## config.mk

```make
export PLATFORM = sky130hd
export DESIGN_NAME = program_loader
export DESIGN_NICKNAME = d
export VERILOG_FILES = /design/src/rtl/loader_pkg.sv /design/src/rtl/program_loader.sv
export SDC_FILE = /design/constraint.sdc
export NUM_CORES = 1
export LEC_CHECK = 0
export BUFFER_PORTS_ARGS = -buffer_cell sky130_fd_sc_hd__buf_2
export CELL_PAD_IN_SITES_DETAIL_PLACEMENT = 2
export CELL_PAD_IN_SITES_GLOBAL_PLACEMENT = 2
export CORE_MARGIN = 2
export CORE_UTILIZATION = 34
export CTS_CLUSTER_DIAMETER = 120
export DETAILED_ROUTE_END_ITERATION = 16
export PLACE_DENSITY_LB_ADDON = 0.1
export SLEW_MARGIN = 5
export SYNTH_ARGS = -nofsm -noshare
export SYNTH_HDL_FRONTEND = slang
export SYNTH_SLANG_ARGS = --single-unit
```

## constraint.sdc

```tcl
create_clock -name clk -period 3.65 [get_ports clk]
set_input_delay 0.1825 -clock clk [delete_from_list [all_inputs] [get_ports clk]]
set_output_delay 0.1825 -clock clk [all_outputs]
set_load 0.02 [all_outputs]
```

## src/rtl/loader_pkg.sv

```systemverilog
// Shared types and default widths for the program loader and the MAR/RAM it feeds.
package loader_pkg;

  // Default widths, matching the MAR/RAM datapath.
  localparam int DEFAULT_ADDR_WIDTH = 4;
  localparam int DEFAULT_DATA_WIDTH = 8;

  // Loader FSM states.
  typedef enum logic [2:0] {
    IDLE       = 3'd0,
    WAIT_DATA  = 3'd1,
    DRIVE_ADDR = 3'd2,
    DRIVE_DATA = 3'd3,
    RELEASE    = 3'd4
  } loader_state_t;

  // True in the two states where the loader owns the shared bus.
  function automatic logic is_bus_phase(input loader_state_t s);
    return (s == DRIVE_ADDR) || (s == DRIVE_DATA);
  endfunction

endpackage

```

## src/rtl/program_loader.sv

```systemverilog
// Bus-master program loader. It takes bytes from a valid/ready stream and
// writes each one into RAM as a MAR-load / RAM-load pair on the shared bus.
// The control unit and PC are held in reset (ctrl_hold) for the whole load.
// Every output except data_ready is a register, loaded from the decoded
// next state, so strobes are glitch-free and line up with the state.
module program_loader
  import loader_pkg::*;
#(
  parameter int ADDR_WIDTH = DEFAULT_ADDR_WIDTH,
  parameter int DATA_WIDTH = DEFAULT_DATA_WIDTH,
  parameter int LOAD_WORDS = 16
) (
  input  logic                  clk,
  input  logic                  rst,
  input  logic                  start,
  input  logic                  abort,
  input  logic [DATA_WIDTH-1:0] data_in,
  input  logic                  data_valid,
  output logic                  data_ready,
  output logic [DATA_WIDTH-1:0] bus_out,
  output logic                  bus_oe,
  output logic                  mar_load,
  output logic                  ram_load,
  output logic                  ctrl_hold,
  output logic [ADDR_WIDTH-1:0] addr,
  output logic                  busy,
  output logic                  done,
  output logic                  aborted
);

  // Address of the final byte. The counter stops here and never wraps.
  localparam logic [ADDR_WIDTH-1:0] LAST_ADDR = ADDR_WIDTH'(LOAD_WORDS - 1);

  loader_state_t         state;
  loader_state_t         state_next;
  logic [ADDR_WIDTH-1:0] addr_cnt;
  logic [ADDR_WIDTH-1:0] addr_next;
  logic [DATA_WIDTH-1:0] data_reg;
  logic [DATA_WIDTH-1:0] data_next;
  logic                  aborted_flag;
  logic                  flag_next;

  // Stream handshake: take a byte only while waiting and not being aborted.
  always_comb begin
    data_ready = (state == WAIT_DATA) && !abort;
  end

  // Next-state, counter, data and abort-flag logic.
  always_comb begin
    state_next = state;
    addr_next  = addr_cnt;
    data_next  = data_reg;
    flag_next  = aborted_flag;
    case (state)
      IDLE: begin
        if (start) begin
          state_next = WAIT_DATA;
          addr_next  = {ADDR_WIDTH{1'b0}};
          flag_next  = 1'b0;
        end else begin
          state_next = IDLE;
        end
      end
      WAIT_DATA: begin
        if (abort) begin
          // Abort beats a simultaneous data_valid; the byte is not consumed.
          state_next = RELEASE;
          flag_next  = 1'b1;
        end else if (data_valid) begin
          state_next = DRIVE_ADDR;
          data_next  = data_in;
        end else begin
          state_next = WAIT_DATA;
        end
      end
      DRIVE_ADDR: begin
        // The MAR/RAM pair is never split: abort is only remembered here.
        state_next = DRIVE_DATA;
        if (abort) begin
          flag_next = 1'b1;
        end else begin
          flag_next = aborted_flag;
        end
      end
      DRIVE_DATA: begin
        if (addr_cnt == LAST_ADDR) begin
          state_next = RELEASE;
          flag_next  = aborted_flag | abort;
        end else if (aborted_flag || abort) begin
          // Pending abort takes effect at the WAIT_DATA boundary.
          state_next = RELEASE;
          flag_next  = 1'b1;
        end else begin
          state_next = WAIT_DATA;
          addr_next  = addr_cnt + ADDR_WIDTH'(1);
        end
      end
      RELEASE: begin
        state_next = IDLE;
      end
      default: begin
        state_next = IDLE;
        flag_next  = 1'b0;
      end
    endcase
  end

  // State, datapath registers and registered output decode from the next state.
  always_ff @(posedge clk) begin
    if (rst) begin
      state        <= IDLE;
      addr_cnt     <= {ADDR_WIDTH{1'b0}};
      data_reg     <= {DATA_WIDTH{1'b0}};
      aborted_flag <= 1'b0;
      bus_out      <= {DATA_WIDTH{1'b0}};
      bus_oe       <= 1'b0;
      mar_load     <= 1'b0;
      ram_load     <= 1'b0;
      ctrl_hold    <= 1'b0;
      addr         <= {ADDR_WIDTH{1'b0}};
      busy         <= 1'b0;
      done         <= 1'b0;
      aborted      <= 1'b0;
    end else begin
      state        <= state_next;
      addr_cnt     <= addr_next;
      data_reg     <= data_next;
      aborted_flag <= flag_next;
      bus_oe       <= is_bus_phase(state_next);
      mar_load     <= (state_next == DRIVE_ADDR);
      ram_load     <= (state_next == DRIVE_DATA);
      ctrl_hold    <= (state_next != IDLE);
      busy         <= (state_next != IDLE);
      done         <= (state_next == RELEASE);
      aborted      <= (state_next == RELEASE) && flag_next;
      if (state_next == IDLE) begin
        addr <= {ADDR_WIDTH{1'b0}};
      end else begin
        addr <= addr_next;
      end
      case (state_next)
        DRIVE_ADDR: bus_out <= DATA_WIDTH'(addr_next);
        DRIVE_DATA: bus_out <= data_next;
        default:    bus_out <= {DATA_WIDTH{1'b0}};
      endcase
    end
  end

endmodule

```

# Word-level counts from Yosys, hierarchy flattened
# Cells that the tools add are included.
[totals] inputBits=13 register_bits=34 wordCells=51 out_inout_bits=20
[op_classes] n_addsub=1 n_bitwise=1 n_eq_ne=8 reduce_logical=10 muxes=19
[ops] operator="2-to-1 mux 8 bit" count=3
[ops] operator="case mux 8 bit (2 select lines)" count=1
[ops] operator="equality test 3 x 2 -> 1 bit (second input constant)" count=4
[ops] operator="2-to-1 mux 4 bit" count=3
[ops] operator="case mux 3 bit (4 select lines)" count=1
[ops] operator="2-to-1 mux 3 bit" count=3
[ops] operator="case mux 4 bit (2 select lines)" count=1
[ops] operator="equality test 3 bit (second input constant)" count=2
[ops] operator="zero test 3 bit" count=2
[ops] operator="2-to-1 mux 1 bit" count=5
[ops] operator="adder 4 x 1 -> 4 bit (second input constant)" count=1
[ops] operator="equality test 4 bit (second input constant)" count=1
[ops] operator="case mux 1 bit (4 select lines)" count=1
[ops] operator="OR reduction 2 bit" count=2
[ops] operator="equality test 3 x 1 -> 1 bit (second input constant)" count=1
[ops] operator="nonzero test 3 bit" count=1
[ops] operator="logical AND 1 bit" count=2
[ops] operator="logical OR 1 bit" count=2
[ops] operator="2-to-1 mux 2 bit" count=1
[ops] operator="zero test 1 bit" count=1
[ops] operator="OR 1 bit" count=1

# Logic depth before layout (Yosys ltp)
[depth] depth_word=6 depth_mapped=5 mapped_depth_nobuf=5

# Least setup slack after synthesis
# Ideal clock, no wire load.
[synth_timing] path_kind="reg-to-reg" from="register state[2]" to="register addr[1]" path_buffers=0 required_time_ps=3580 setup_ps=70 setup_slack_ps=2067 period_less_slack_ps=1583 arrival_ps=1513 stages_incl_launch_ff=6 path_cell_list="dfxtp_1 > or4b_4 > clkinv_4 > nand2_2 > a311o_1 > a21oi_1"
[synth_via] elab_chain_cells=4 word_cells_on_any_way=8 classes_between="3 x eq/ne; 2 x mux; 3 x reduce/logical"
[synth_lines] item="start, declared" line="program_loader.sv:34" source="loader_state_t state;"
[synth_lines] item="start signal, assigned" line="program_loader.sv:125" source="state <= state_next;"
[synth_lines] item="equality test 3 x 2 -> 1 bit, or another cell as far along" line="program_loader.sv:54" source="case (state)"
[synth_lines] item="case mux 3 bit (4 select lines)" line="program_loader.sv:54"
[synth_lines] item="zero test 3 bit" line="program_loader.sv:136" source="if (state_next == IDLE) begin"
[synth_lines] item="OR reduction 2 bit (no line)"
[synth_lines] item="end signal, assigned" line="program_loader.sv:120" source="addr <= {ADDR_WIDTH{1'b0}};"
[synth_lines] item="end signal, assigned" line="program_loader.sv:137" source="addr <= {ADDR_WIDTH{1'b0}};"
[synth_lines] item="end signal, assigned" line="program_loader.sv:139" source="addr <= addr_next;"
[synth_lines] item="end, declared" line="program_loader.sv:25" source="output logic [ADDR_WIDTH-1:0] addr,"
# Several ways; a longest one is shown, not always the timed one.
# A chain may end at the register's enable or synchronous reset.

# Worst setup path in the final report
[layout_timing] from="register state[0]" to="register bus_out[3]"
[layout_via] elab_chain_cells=4 word_cells_on_any_way=10 classes_between="5 x eq/ne; 4 x mux; 1 x reduce/logical"
[layout_lines] item="equality test 3 x 2 -> 1 bit, or another cell as far along" line="program_loader.sv:54"
[layout_lines] item="case mux 3 bit (4 select lines)" line="program_loader.sv:54"
[layout_lines] item="equality test 3 x 2 -> 1 bit" line="program_loader.sv:141" source="case (state_next)"
[layout_lines] item="case mux 8 bit (2 select lines) (*)" line="program_loader.sv:141"
[layout_lines] item="end signal, assigned" line="program_loader.sv:142" source="DRIVE_ADDR: bus_out <= DATA_WIDTH'(addr_next);"
[layout_lines] item="end signal, assigned" line="program_loader.sv:143" source="DRIVE_DATA: bus_out <= data_next;"
[layout_lines] item="end signal, assigned" line="program_loader.sv:144" source="default: bus_out <= {DATA_WIDTH{1'b0}};"
[layout_lines] item="end, declared" line="program_loader.sv:20" source="output logic [DATA_WIDTH-1:0] bus_out,"
# Mark *: on every way between the ends. The rest lies on a longest branch, timed or not.

==> results.ini <==
[yosys]
ys_seq_area_share_pct=50.4
synth_nets=145
synth_edf_count=0
synth_cell_types=46
yosys_register_bits=34
synth.yosys.warnings=0
async_reset_ff_share_pct=0
netlist_area_sq_um=1350
ys.flop_type=dfxtp_1
netlist_instances=131
avgSynthCellArea_sq_um=10.3

[power]
total_power_uw=796
peakVddDrop_uv=142
p_leak_nw=0.729
p_per_area_nw_per_um2=487

[timing]
rsz0062_at_grt=false
period_share_pct=52.3
timing.fmax_ghz=0.524
final-max-slew-violation-count=0
slew_headroom_pct=67.3
fin_tns_setup_ns=0
layout_min_cycle_time_ns=1.91
hold_violations=0
fin_skew_ns=0.00506
setup_viol=0
worst_slew_pin_slew_ns=0.490

[global_route]
antenna_found_initial=0
grt_pass1_wl_mm=5.99
track_usage_pct=18.5
grt-ovfl-total=0
grt_max_degree=25
grt_pass1_vias=1161

[clocking]
cts.clk_slew.worst_paths_ns=0.07
cts_buffer_depth=2
postCtsSetupBuffers=0
root_buffer=clkbuf_8
cts.sinks=34
cts_tree=yes
numCtsBuffers=5
cts.htree.levels=2
cts.repair.resized=0
clock_latency_ns=0.28
holdBufCountCts=0

[floorplan]
ios=33
rows=22
die_h_um=67.0
die_area_sq_um=4490
die_width_um=67.0
core_area_sq_um=3740
start_util_pct=36.1

[drt]
drtPass1Iterations=4
avgRoutedWirePerCell_um=17.4
drtAntennaViolNets=0
viasPerCell=5.35
drt-initial-drc-count=29
drc=0
via_count=1129
totalWireLength_mm=3.67

[final_layout]
area_delta_synth_final_pct=20.8
layout.nets=177
layout-drive-gt1-share_pct=33.1
insertedDiodeCount=0

[worst_setup_path]
startpoint_type=flop
path_cells=or4b_4, clkinv_4, nand2_2, mux2i_1, o32ai_1
cp_max_fo=12
crit_buf_inv=1
endpoint_kind=flop
path_class=flop to flop
required_ns=3.83
max_stage_delay_ns=0.55
crit_family=simple AND/OR/NAND/NOR gates
crit_slowest_cell=or4b_4
arrival_ns=2.09

[flow_run]
maxCapViolations=0

[place]
routabilityCongestion=0.770
dp_hpwl_mm=2.70
io_buffers=32

[min_path]
hp-class=input port to flop

[status]
outcome=complete, no violations

==> Yosys cell counts, types with 2 or more instances <==
cell / n / area (sq um)
or4b_4: 2 / 27.5
dfxtp_1: 34 / 681
o32ai_1: 2 / 17.5
nor4_1: 2 / 12.5
nor3_1: 5 / 25.0
o2bb2ai_1: 2 / 17.5
clkbuf_1: 3 / 11.3
nor2_1: 12 / 45.0
nand2_1: 4 / 15.0
inv_1: 4 / 15.0
or2_2: 2 / 12.5
mux2_2: 2 / 22.5
mux2i_1: 7 / 70.1
a311oi_1: 2 / 17.5
a21oi_1: 8 / 40.0
nand3_1: 3 / 15.0
buf_4: 2 / 15.0
o21ai_0: 4 / 20.0
nand3b_1: 2 / 15.0
nand2_2: 2 / 12.5
and2b_2: 2 / 17.5
==> per-layer routing <==
metal / GRT usage, % / share of wire, %
met1: 21.7 / 43
met2: 32.5 / 50
met3: 3.72 / 5.0
met4: 7.65 / 1.7
met5: 0 / 0
==> worst paths after layout <==
path	from	end	slack [ns]	cells past startpoint
hold reg to reg	data_reg[6]	data_reg[6]	0.50	2
setup reg to reg	state[0]	bus_out[3]	1.74	5
hold / removal	data_in[6]	data_reg[6]	0.16	3
setup / recovery	state[0]	bus_out[3]	1.74	5
==> power by group <==
group / switching, mW / total, mW / internal (mW)
Sequential: 0.00745 / 0.386 / 0.378
Combinational: 0.0366 / 0.0612 / 0.0247
Clock: 0.131 / 0.349 / 0.218
==> layout make-up <==
class / instances / area, sq um
Fill cell: 421 / 2110
Timing Repair Buffer: 32 / 160
Tap cell: 48 / 60.1
Clock buffer: 6 / 82.6
Sequential cell: 34 / 681
Clock inverter: 1 / 30.0
Multi-Input combinational cell: 85 / 596
Inverter: 5 / 23.8
==> cells by family (layout without fill, tap and decap cells) <==
group	Yosys count	in the layout	share of synthesized area, %
flip-flops	34	34	50.4
AO/OA/AOI/OAI	26	26	13.4
buffers and inverters	12	44	5.55
multiplexers	9	9	6.85
XOR/XNOR	1	1	0.648
adder cells (fa/ha/maj)	1	1	0.926
AND/OR/NAND/NOR	48	48	22.2
==> through the flow <==
step           area (sq um)  setup WS [ns]  util, %  hold slack [ns]  std cells
2_1_floorplan          1350           2.07        -            0.263        131
3_3_place_gp           1520           1.85     40.6            0.438        204
4_1_cts                1630           1.72     43.6            0.162        211
3_5_place_dp           1520           1.77     40.6            0.456        204
6_report               1630           1.74     43.6            0.159        211
5_1_grt                1630           1.62     43.6            0.178        211
==> cell usage in the layout (no fill, tap or decap), types with 2 or more instances in the layout <==
cell	count
dfxtp_1	34
a311oi_1	2
nor4_1	2
nand3_1	3
or4b_4	2
nand2_2	2
buf_2	32
mux2_2	2
o21ai_0	4
nand3b_1	2
or2_2	2
nand2_1	4
o2bb2ai_1	2
o32ai_1	2
nor3_1	5
mux2i_1	7
and2b_2	2
inv_1	4
nor2_1	12
clkbuf_8	6
a21oi_1	8
==> worst reg2reg max path, delay by kind of cell (launching register included) <==
family | cells | cell delay (ns)
compound gates | 1 | 0.28
buf+inv | 1 | 0.09
flops | 1 | 0.54
mux | 1 | 0.19
simple gates | 2 | 0.70
Power figures use the tool's default switching activity.
